`config.mk`:
```
export PLATFORM = sky130hd
export DESIGN_NAME = syn_weight_loader
export DESIGN_NICKNAME = d
export VERILOG_FILES = /design/src/rtl/syn_weight_loader.sv
export SDC_FILE = /design/constraint.sdc
export NUM_CORES = 1
export LEC_CHECK = 0
export CELL_PAD_IN_SITES_DETAIL_PLACEMENT = 0
export CELL_PAD_IN_SITES_GLOBAL_PLACEMENT = 1
export CORE_MARGIN = 4
export CORE_UTILIZATION = 32
export CTS_BUF_LIST = sky130_fd_sc_hd__clkbuf_4 sky130_fd_sc_hd__clkbuf_8
export CTS_CLUSTER_DIAMETER = 200
export CTS_CLUSTER_SIZE = 25
export DETAILED_ROUTE_END_ITERATION = 16
export PLACE_DENSITY = 0.89
export REMOVE_ABC_BUFFERS = 1
export SYNTH_ARGS = -nofsm -noshare
export SYNTH_HDL_FRONTEND = slang
export SYNTH_SLANG_ARGS = --single-unit
```
`constraint.sdc`:
```
create_clock -name clk -period 1.9 [get_ports clk]
set_clock_uncertainty 0.15 [all_clocks]
set_input_delay 0.285 -clock clk [delete_from_list [all_inputs] [get_ports clk]]
set_output_delay 0.285 -clock clk [all_outputs]
set_load 0.1 [all_outputs]
```
`src/rtl/syn_weight_loader.sv`:
```
// Streams integer weight bytes into one synapse table, one byte lane per write.
// Optional read-back sum check enabled by defining SYN_LOADER_VERIFY_EN.
module syn_weight_loader #(
  parameter int DEPTH  = 128,
  parameter int RD_LAT = 3
) (
  input  logic        clk,
  input  logic        rst,
  input  logic        start,
  input  logic        s_valid,
  output logic        s_ready,
  input  logic [7:0]  s_data,
  input  logic        s_last,
  output logic        busy,
  output logic        done,
  output logic        err,
  output logic [7:0]  loaded,
  output logic        syn_kill,
  output logic [15:0] syn_iADDR,
  output logic [31:0] syn_W_DATA,
  output logic        syn_W_EN,
  output logic        syn_R_EN,
  input  logic [15:0] syn_weight_in
);

  // state  | meaning
  // IDLE   | waiting for start
  // KILL   | one-cycle synapse clear
  // LOAD   | accepting bytes, one write per accepted byte
  // VERIFY | issuing read beats 0..loaded-1
  // DRAIN  | waiting for the last read byte to return
  // DONE   | one-cycle done pulse, back to IDLE
  localparam logic [2:0] ST_IDLE   = 3'd0;
  localparam logic [2:0] ST_KILL   = 3'd1;
  localparam logic [2:0] ST_LOAD   = 3'd2;
  localparam logic [2:0] ST_DONE   = 3'd3;
`ifdef SYN_LOADER_VERIFY_EN
  localparam logic [2:0] ST_VERIFY = 3'd4;
  localparam logic [2:0] ST_DRAIN  = 3'd5;
`endif
  localparam logic [7:0] LAST_IDX  = 8'(DEPTH - 1);

  logic [2:0]  state_q, state_d;
  logic [7:0]  index_q, index_d;
  logic [7:0]  loaded_q, loaded_d;
  logic [15:0] sum_q, sum_d;
  logic        busy_q, busy_d;
  logic        done_q, done_d;
  logic        kill_q, kill_d;
  logic        w_en_q, w_en_d;
  logic [6:0]  iaddr_q, iaddr_d;
  logic [31:0] wdata_q, wdata_d;
  logic        accept;
  logic        unused_in;

`ifdef SYN_LOADER_VERIFY_EN
  logic              r_en_q, r_en_d;
  logic              err_q, err_d;
  logic [15:0]       rsum_q, rsum_d;
  logic [RD_LAT-1:0] rd_pipe_q, rd_pipe_d;
  logic [3:0]        drain_q, drain_d;
`endif

  assign s_ready = (state_q == ST_LOAD) && (index_q < 8'(DEPTH));
  assign accept  = s_valid && s_ready;

  always_comb begin
    state_d  = state_q;
    index_d  = index_q;
    loaded_d = loaded_q;
    sum_d    = sum_q;
    busy_d   = busy_q;
    done_d   = 1'b0;
    kill_d   = 1'b0;
    w_en_d   = 1'b0;
    iaddr_d  = iaddr_q;
    wdata_d  = wdata_q;
`ifdef SYN_LOADER_VERIFY_EN
    r_en_d    = 1'b0;
    err_d     = err_q;
    drain_d   = drain_q;
    rd_pipe_d = (rd_pipe_q << 1) | {{(RD_LAT-1){1'b0}}, r_en_q};
    rsum_d    = rsum_q;
    // Oldest pipe bit marks the cycle its read byte is valid on the bus.
    if (rd_pipe_q[RD_LAT-1]) rsum_d = rsum_q + {8'h00, syn_weight_in[15:8]};
`endif
    case (state_q)
      ST_IDLE: begin
        if (start) begin
          state_d  = ST_KILL;
          busy_d   = 1'b1;
          kill_d   = 1'b1;
          loaded_d = '0;
          sum_d    = '0;
          index_d  = '0;
`ifdef SYN_LOADER_VERIFY_EN
          err_d    = 1'b0;
          rsum_d   = '0;
`endif
        end
      end
      ST_KILL: state_d = ST_LOAD;
      ST_LOAD: begin
        if (accept) begin
          w_en_d   = 1'b1;
          iaddr_d  = index_q[6:0];
          wdata_d  = {24'h0, s_data} << {index_q[1:0], 3'b000};
          index_d  = index_q + 8'd1;
          loaded_d = loaded_q + 8'd1;
          sum_d    = sum_q + {8'h00, s_data};
          if (s_last || index_q == LAST_IDX) begin
`ifdef SYN_LOADER_VERIFY_EN
            state_d = ST_VERIFY;
            index_d = '0;
`else
            state_d = ST_DONE;
`endif
          end
        end
      end
`ifdef SYN_LOADER_VERIFY_EN
      ST_VERIFY: begin
        r_en_d  = 1'b1;
        iaddr_d = index_q[6:0];
        index_d = index_q + 8'd1;
        if (index_q == loaded_q - 8'd1) begin
          state_d = ST_DRAIN;
          drain_d = 4'(RD_LAT);
        end
      end
      ST_DRAIN: begin
        // Terminal count lines up with the final byte's sample edge.
        if (drain_q == 4'd0) begin
          err_d   = (rsum_d != sum_q);
          state_d = ST_DONE;
        end else begin
          drain_d = drain_q - 4'd1;
        end
      end
`endif
      ST_DONE: begin
        done_d  = 1'b1;
        busy_d  = 1'b0;
        state_d = ST_IDLE;
      end
      default: state_d = ST_IDLE;
    endcase
  end

  always_ff @(posedge clk or negedge rst) begin
    if (!rst) begin
      state_q  <= ST_IDLE;
      index_q  <= '0;
      loaded_q <= '0;
      sum_q    <= '0;
      busy_q   <= 1'b0;
      done_q   <= 1'b0;
      kill_q   <= 1'b0;
      w_en_q   <= 1'b0;
      iaddr_q  <= '0;
      wdata_q  <= '0;
    end else begin
      state_q  <= state_d;
      index_q  <= index_d;
      loaded_q <= loaded_d;
      sum_q    <= sum_d;
      busy_q   <= busy_d;
      done_q   <= done_d;
      kill_q   <= kill_d;
      w_en_q   <= w_en_d;
      iaddr_q  <= iaddr_d;
      wdata_q  <= wdata_d;
    end
  end

`ifdef SYN_LOADER_VERIFY_EN
  always_ff @(posedge clk or negedge rst) begin
    if (!rst) begin
      r_en_q    <= 1'b0;
      err_q     <= 1'b0;
      rsum_q    <= '0;
      rd_pipe_q <= '0;
      drain_q   <= '0;
    end else begin
      r_en_q    <= r_en_d;
      err_q     <= err_d;
      rsum_q    <= rsum_d;
      rd_pipe_q <= rd_pipe_d;
      drain_q   <= drain_d;
    end
  end

  assign syn_R_EN  = r_en_q;
  assign err       = err_q;
  assign unused_in = ^syn_weight_in[7:0];
`else
  assign syn_R_EN  = 1'b0;
  assign err       = 1'b0;
  assign unused_in = ^{syn_weight_in, sum_q};
`endif

  assign busy       = busy_q;
  assign done       = done_q;
  assign loaded     = loaded_q;
  assign syn_kill   = kill_q;
  assign syn_iADDR  = {9'h000, iaddr_q};
  assign syn_W_DATA = wdata_q;
  assign syn_W_EN   = w_en_q;

endmodule
```
# == Word level (Yosys, flattened, before mapping) ==
# Cells that the tools add are included.
# W data, S select, Z words.
# classes
n_addsub,2
n_lt_le_gt_ge,1
n_eq_ne,7
n_shift,1
muxes,16
reduce_logical,10
# ops
operator,n
$pmux W8 S2,2
$shl A8 B5 Y32,1
$mux W8,3
$add A8 B1 Y8 const B,2
$mux W3,3
$pmux W3 S3,1
$eq A8 B7 Y1 const B,1
$lt A8 B8 Y1 const B,1
$eq A3 B2 Y1 const B,2
$mux W1,6
$reduce_and A3 Y1,2
$ne A2 B2 Y1 const B,2
$reduce_and A2 Y1,2
$reduce_bool A2 Y1,2
$eq A3 B1 Y1 const B,1
$logic_not A3 Y1,1
$logic_and A1 B1 Y1,2
$ne A2 B1 Y1 const B,1
$pmux W1 S2,1
$logic_or A1 B1 Y1,1
# totals
regBits,62
output_inout_bits,63
word_cells,46

# == Depth between registers and ports, before layout ==
# Gate-level depths: netlist of the first run.
# depth
word_depth,5
ltp_mapped,9

# == Least setup slack after synthesis of the first run ==
# OpenSTA, ideal clock, no wires.
# synth_path
path_type,register to register
from,register state_q[0]
to,"register loaded_q[0], in the netlist loaded[0]"
setup_ns,0.096
arrival_ns,3.253
required_time_ns,1.654
setup_slack_ns,-1.599
stages_incl_launch_ff,9
n_path_buf,2
synth_period_minus_slack_ns,3.499
path_cell_list,dfrtp_1 > inv_1 > ha_1 > clkbuf_1 > nor2b_1 > nand2_1 > clkbuf_1 > or2_2 > o211ai_1
# synth_between
elab_chain_cells,5
elab_cells_between_ends,9
cone_classes,eq/ne (3); mux (1); reduce/logical (5)
# synth_lines
item,line_no,source
from (decl),43,"logic [2:0] state_q, state_d;"
from (signal assigned),163,state_q <= state_d;
$eq A3 B2 Y1,64,assign s_ready = (state_q == ST_LOAD) && (index_q < 8'(DEPTH));
$logic_and A1 B1 Y1,64,
via s_ready,11,"output logic s_ready,"
$logic_and A1 B1 Y1,65,assign accept = s_valid && s_ready;
$ne A2 B2 Y1 (no line),n/a,
$reduce_and A3 Y1 (no line),n/a,
to (signal assigned),165,loaded_q <= loaded_d;
to (decl),45,"logic [7:0] loaded_q, loaded_d;"
# The timed path passes the listed nets, and every way through them passes these cells.
# A chain may end at the register's enable or synchronous reset.

# == Final worst setup path of the first run ==
# layout_path
from,register state_q[1]
to,register index_q[5]
# layout_between
elab_chain_cells,5
elab_cells_between_ends,9
cone_classes,eq/ne (3); mux (1); reduce/logical (5)
# layout_lines
item,line_no,source
$eq A3 B2 Y1,"64, 87",
$logic_and A1 B1 Y1,64,
$logic_and A1 B1 Y1,65,
$ne A2 B2 Y1 (no line),n/a,
$reduce_and A3 Y1 (no line),n/a,
to (signal assigned),164,index_q <= index_d;
to (decl),44,"logic [7:0] index_q, index_d;"
# Parallel ways exist; a longest one is shown, timed or not.

==> impl_metrics.csv, run 1 <==
group,metric,value,unit
outcome,status,"finished with violations",
logic_synthesis,synth_top_area_frac,0.5446,
cts,clock_sinks,61,
floorplan,pin_count,92,
detailed_routing,vias_per_cell,4.778,
detailed_routing,drt-total-wl,6997,um
timing,tightest_slew,640.6,ps
timing,rsz0062_at_grt,"true",
critical_path,r2r-start,"state_q[1]$_DFFE_PN0P_",
logic_synthesis,yosysWarnings,0,
outcome,failed_checks,"negative setup slack",
place,portBuffers,64,
place,dp_hpwl,4956,um
global_route,gr-total-overflow,0,
final_layout,final_area,4622,um^2
timing,setup_violations,2,
global_route,grt_max_degree,45,
place,dpl_cell_area,4219,um^2
cts,numCtsBuffers,9,
critical_path,worstPathArrival,2040,ps
timing,slew_headroom,0.5721,
floorplan,coreArea,8382,um^2
floorplan,die_area,10320,um^2
logic_synthesis,synth_seq_cells,61,
logic_synthesis,syn_avg_cell_area,9.469,um^2
logic_synthesis,ys_types,33,
cts,clkLatencyLatePin,330,ps
timing,finalWorstSetupSlack,-27.05,ps
critical_path,crit_path_start,"state_q[1]$_DFFE_PN0P_",
final_layout,multi_input_area,1237,um^2
final_layout,seq_area,1526,um^2
floorplan,floorplan.initialDensity,0.3344,
floorplan,die_x,101.6,um
detailed_routing,firstDrtPassIters,4,
timing,fmax,518.9,MHz
critical_path,cp-end-kind,"flip-flop",
final_layout,nNetsFinal,416,
cts,cts_max_level,3,
global_route,antenna_found_initial,0,
cts,cts_tree,"yes",
final_layout,drive_above_1_share,0.3273,
global_route,grt.total_usage,0.1397,
place,gp_congestion,0.7997,
detailed_routing,vias,2341,
critical_path,crit_required,2010,ps
global_route,grt_pass1_wl,11230,um
cts,cts_root_buf,"clkbuf_8",
floorplan,die_h,101.6,um
final_layout,postLayoutCoreUtil,0.5514,
final_layout,area_growth,64.91,%
timing,whs,288.0,ps
logic_synthesis,netlist_instances,296,
logic_synthesis,synth_top_area_cell,"dfrtp_1",
logic_synthesis,seq_area_frac_synth,0.5446,
timing,timing.final.crit_share,1.014,
timing,period_needed,1927,ps
logic_synthesis,synth_area_leaders,"dfrtp_1 (54%), nand2_1 (10%), o21ai_0 (5.9%), mux2_2 (4.0%), buf_4 (2.9%)",
detailed_routing,drc,0,
critical_path,worstPathMaxFanout,6,
critical_path,r2r_slack,-30,ps
cts,cts_buffer_depth,2,
final_layout,diodes,0,
critical_path,crit_type,"reg -> reg",
floorplan,placementRows,33,
final_layout,nFillCells,711,
cts,clk_pin_slew,70,ps
critical_path,reg2reg_depth,6,
timing,maxSlewViolCount,0,
detailed_routing,postRouteAntennaNets,0,
logic_synthesis,synth_area,2803,um^2
detailed_routing,wire_per_inst,14.28,um
worst_hold_path,hold_path_class,"in -> async",
global_route,grt_pass1_vias,2300,
critical_path,critPathLaunchType,"flip-flop",
job,maxCapViolations,0,
critical_path,reg2reg_to,"index_q[5]$_DFFE_PN0P_",
timing,hold_viol,0,
detailed_routing,drtIter0Drc,59,
[cells by family after synthesis]
logic type      share of synthesized area
fa+ha+maj                         0.02679
mux                               0.05223
flops                              0.5446
xor+xnor                          0.01562
other cells                      0.001338
buf+inv                           0.06428
compound gates                     0.1098
simple gates                       0.1853
[cell usage in the layout, fill, tap and decap left out, types with 10 or more instances in the layout]
master | netlist | routed
o21ai_0 | 33 | 32
mux2_2 | 10 | 10
buf_4 | 11 | 19
buf_12 | 0 | 57
nand3_1 | 13 | 13
dfrtp_1 | 61 | 61
conb_1 | 1 | 11
nand2_1 | 76 | 75
clkbuf_8 | 0 | 11
nor2_1 | 12 | 12
clkdlybuf4s50_1 | 0 | 11
[worst max-delay path, stage by stage, from the launching register on]
cell and delay (ps):
dfrtp_1 420, inv_2 60, ha_4 170, mux2i_4 190
a21o_4 220, or4_4 510, a21oi_2 130
[per-stage QoR]
step,instances,TNS (ps),setup slack (ps)
finish,490,-53.87,-27.05
global route,490,-400.9,-91.95
CTS,487,-25.87,-13.81
detailed placement,470,-422.3,-116.8
global placement,470,-286.4,-98.08
floorplan,278,-113150,-2888
[flip-flops by register name, summed over array words and instances (netlist names)]
name and count:
state_q 2, busy 1, loaded 8, done 1
index_q 8, syn_W_EN 1, iaddr_q 7, syn_kill 1
syn_W_DATA 32
[how the worst max path moves through the flow]
stage	depth (start not counted)	to	slack, ps
floorplan	6	loaded[0]$_DFFE_PN0P_	-2890
global placement	5	index_q[6]$_DFFE_PN0P_	-100
detailed placement	5	index_q[5]$_DFFE_PN0P_	-120
CTS	6	index_q[5]$_DFFE_PN0P_	-10
global route	5	s_ready	-90
finish	6	index_q[5]$_DFFE_PN0P_	-30
[repair_timing]
action,4_1_cts,5_1_grt
pin swaps,4,4
gates resized for setup,8,20
hold buffers,1,0
setup endpoints to repair,7,12
endpoints found under the hold margin,17,0
buffers inserted,1,3
[layout make-up]
type | instances | share of cell area
clock buffer | 11 | 0.03276
tap | 105 | 0.02842
multi-input combinational | 208 | 0.2677
sequential | 61 | 0.3303
clock inverter | 4 | 0.02057
inverter | 9 | 0.007309
timing repair buffer | 92 | 0.3129
[cells in the mapped netlist]
master / n
a211o_1: 1
and4_1: 1
nand3_1: 13
a21o_1: 1
a21oi_1: 5
ha_1: 6
and2_1: 3
buf_1: 5
inv_1: 9
clkbuf_1: 12
conb_1: 1
xnor2_1: 5
nand2b_1: 1
a311o_1: 1
o21bai_1: 1
nand2_1: 76
a211oi_1: 5
o31ai_1: 2
o311ai_0: 1
and3b_1: 1
nor3_1: 2
o211ai_1: 3
mux2_2: 10
mux2i_2: 1
nor2_1: 12
buf_4: 11
nand4_1: 2
dfrtp_1: 61
or2_2: 1
or4_1: 2
o21ai_0: 33
mux2i_1: 2
nor2b_1: 6
[layer usage]
metal  vias up  share of wire  global-route usage
met4         0         0.0079             0.02965
met1      1130           0.43              0.1786
li1       1131              -                   -
met5         -              0                   0
met3         7          0.071             0.05303
met2        73           0.49              0.2269
Power of run 1 is not shown: default switching activity piles up to over one toggle a cycle in this logic, so the estimate is an artifact.
==> inputs of run 2 (changes only) <==
--- a/config.mk
+++ b/config.mk
@@ -13,7 +13,9 @@
 export CTS_CLUSTER_DIAMETER = 200
 export CTS_CLUSTER_SIZE = 25
 export DETAILED_ROUTE_END_ITERATION = 16
+export MAX_ROUTING_LAYER = met4
 export PLACE_DENSITY = 0.89
+export RECOVER_POWER = 25
 export REMOVE_ABC_BUFFERS = 1
 export SYNTH_ARGS = -nofsm -noshare
 export SYNTH_HDL_FRONTEND = slang
==> run 2 against run 1 <==
The flow still finishes with violations (negative setup slack). Sequential share of layout area is essentially flat. First-iteration DRC count shrank 8.5%. Register-to-register slack is essentially flat. Wire length is essentially flat. Non-clock buffer count is the same. Setup slack is essentially flat. Final area is essentially flat. Fmax is essentially flat. Worst hold slack gained 98 ps. Die area is the same. Cell count is the same. Critical path type unchanged.
==> impl_metrics.csv, run 2 (synthesis gave the netlist of run 1 again) <==
group,metric,value,unit
critical_path,worstPathMaxFanout,6,
final_layout,final_common_cell,"nand2_1",
place,dp_hpwl,4956,um
detailed_routing,vias,2342,
cts,numCtsBuffers,9,
floorplan,pin_count,92,
detailed_routing,postRouteAntennaNets,0,
place,gp_congestion,0.8112,
global_route,gr-total-overflow,0,
floorplan,floorplan.initialDensity,0.3344,
final_layout,postLayoutCoreUtil,0.5513,
critical_path,crit_type,"reg -> reg",
global_route,grt.total_usage,0.1440,
worst_hold_path,hold_path_class,"reg -> reg",
timing,slew_headroom,0.2812,
detailed_routing,drtIter0Drc,54,
final_layout,final_cell_mix,"nand2_1 (75), dfrtp_1 (61), buf_12 (57)",
floorplan,die_area,10320,um^2
final_layout,drive_above_1_share,0.3247,
detailed_routing,drc,0,
global_route,grt_max_degree,45,
detailed_routing,vias_per_cell,4.780,
critical_path,reg2reg_depth,6,
timing,fmax,518.8,MHz
place,portBuffers,64,
timing,rsz0062_at_grt,"true",
cts,cts_tree,"yes",
global_route,antenna_found_initial,0,
cts,clock_sinks,61,
detailed_routing,firstDrtPassIters,4,
outcome,status,"finished with violations",
timing,setup_violations,2,
detailed_routing,wire_per_inst,14.28,um
global_route,grt_pass1_wl,11230,um
global_route,grt_pass1_vias,2302,
timing,hold_viol,0,
outcome,failed_checks,"negative setup slack",
floorplan,die_x,101.6,um
critical_path,cp-end-kind,"flip-flop",
final_layout,largest_reg_flops,32,
job,maxCapViolations,0,
timing,maxSlewViolCount,0,
floorplan,coreArea,8382,um^2
timing,period_needed,1927,ps
final_layout,area_growth,64.87,%
critical_path,worstPathArrival,2040,ps
cts,cts_buffer_depth,2,
floorplan,die_h,101.6,um
timing,tns,-54.64,ps
cts,clk_pin_slew,70,ps
place,post-place-ws,-116.8,ps
timing,tightest_slew,1078,ps
timing,finalWorstSetupSlack,-27.37,ps
detailed_routing,drt-total-wl,6996,um
worst_hold_path,whs_path_depth,2,
cts,cts_root_buf,"clkbuf_8",
final_layout,diodes,0,
critical_path,crit_required,2010,ps
cts,clkLatencyLatePin,330,ps
timing,timing.final.crit_share,1.014,
final_layout,nNetsFinal,416,
critical_path,critPathLaunchType,"flip-flop",
cts,cts_max_level,3,
floorplan,placementRows,33,
[run 2: final timing paths]
check	start	end	slack [ps]
hold / removal	syn_W_DATA[21]$_DFFE_PN0P_	syn_W_DATA[21]$_DFFE_PN0P_	390
min in group asynchronous	rst	syn_W_DATA[4]$_DFFE_PN0P_	530
setup / recovery	state_q[1]$_DFFE_PN0P_	index_q[5]$_DFFE_PN0P_	-30
setup reg to reg	state_q[1]$_DFFE_PN0P_	index_q[5]$_DFFE_PN0P_	-30
max in group asynchronous	rst	index_q[3]$_DFFE_PN0P_	280
hold reg to reg	syn_W_DATA[21]$_DFFE_PN0P_	syn_W_DATA[21]$_DFFE_PN0P_	390
[run 2: critical path: stages, from the launching register on]
cell and delay (ps):
dfrtp_1 420, inv_2 60, ha_4 170, mux2i_4 190, a21o_4 220, or4_4 510, a21oi_2 130
[run 2: layout make-up]
cell class	count	area [um^2]
Sequential cell	61	1526
Timing Repair Buffer	92	1445
Clock inverter	4	95.09
Fill cell	712	3761
Multi-Input combinational cell	208	1237
Clock buffer	11	151.4
Inverter	9	33.78
Tap cell	105	131.4
[run 2: layer usage]
metal  vias to the layer above  global-route usage  wire length [um]
met1                      1129              0.1790              3046
met3                         7             0.05234               489
li1                       1132                   -                 -
met2                        74              0.2269              3404
met5                         -                   -                 0
met4                         0             0.02965                55
[run 2: timing repair]
action / CTS / global route
buffers inserted: 1 / 3
resized for setup: 8 / 20
pin swaps: 4 / 4
endpoints found under the setup margin: 7 / 12
hold endpoints to repair: 17 / 0
hold buffers: 1 / 0
cloned: 0 / 0
[run 2: metrics by stage]
| step | hold slack (ps) | instance area, um^2 | cells |
|---|---|---|---|
| 4_1_cts | 291.8 | 4514 | 487 |
| 2_1_floorplan | -160.6 | 2694 | 278 |
| 3_3_place_gp | 96.24 | 4219 | 470 |
| 6_report | 385.5 | 4621 | 490 |
| 5_1_grt | 432.7 | 4621 | 490 |
| 3_5_place_dp | 106.9 | 4219 | 470 |
Power of run 2 is left out for the same reason.
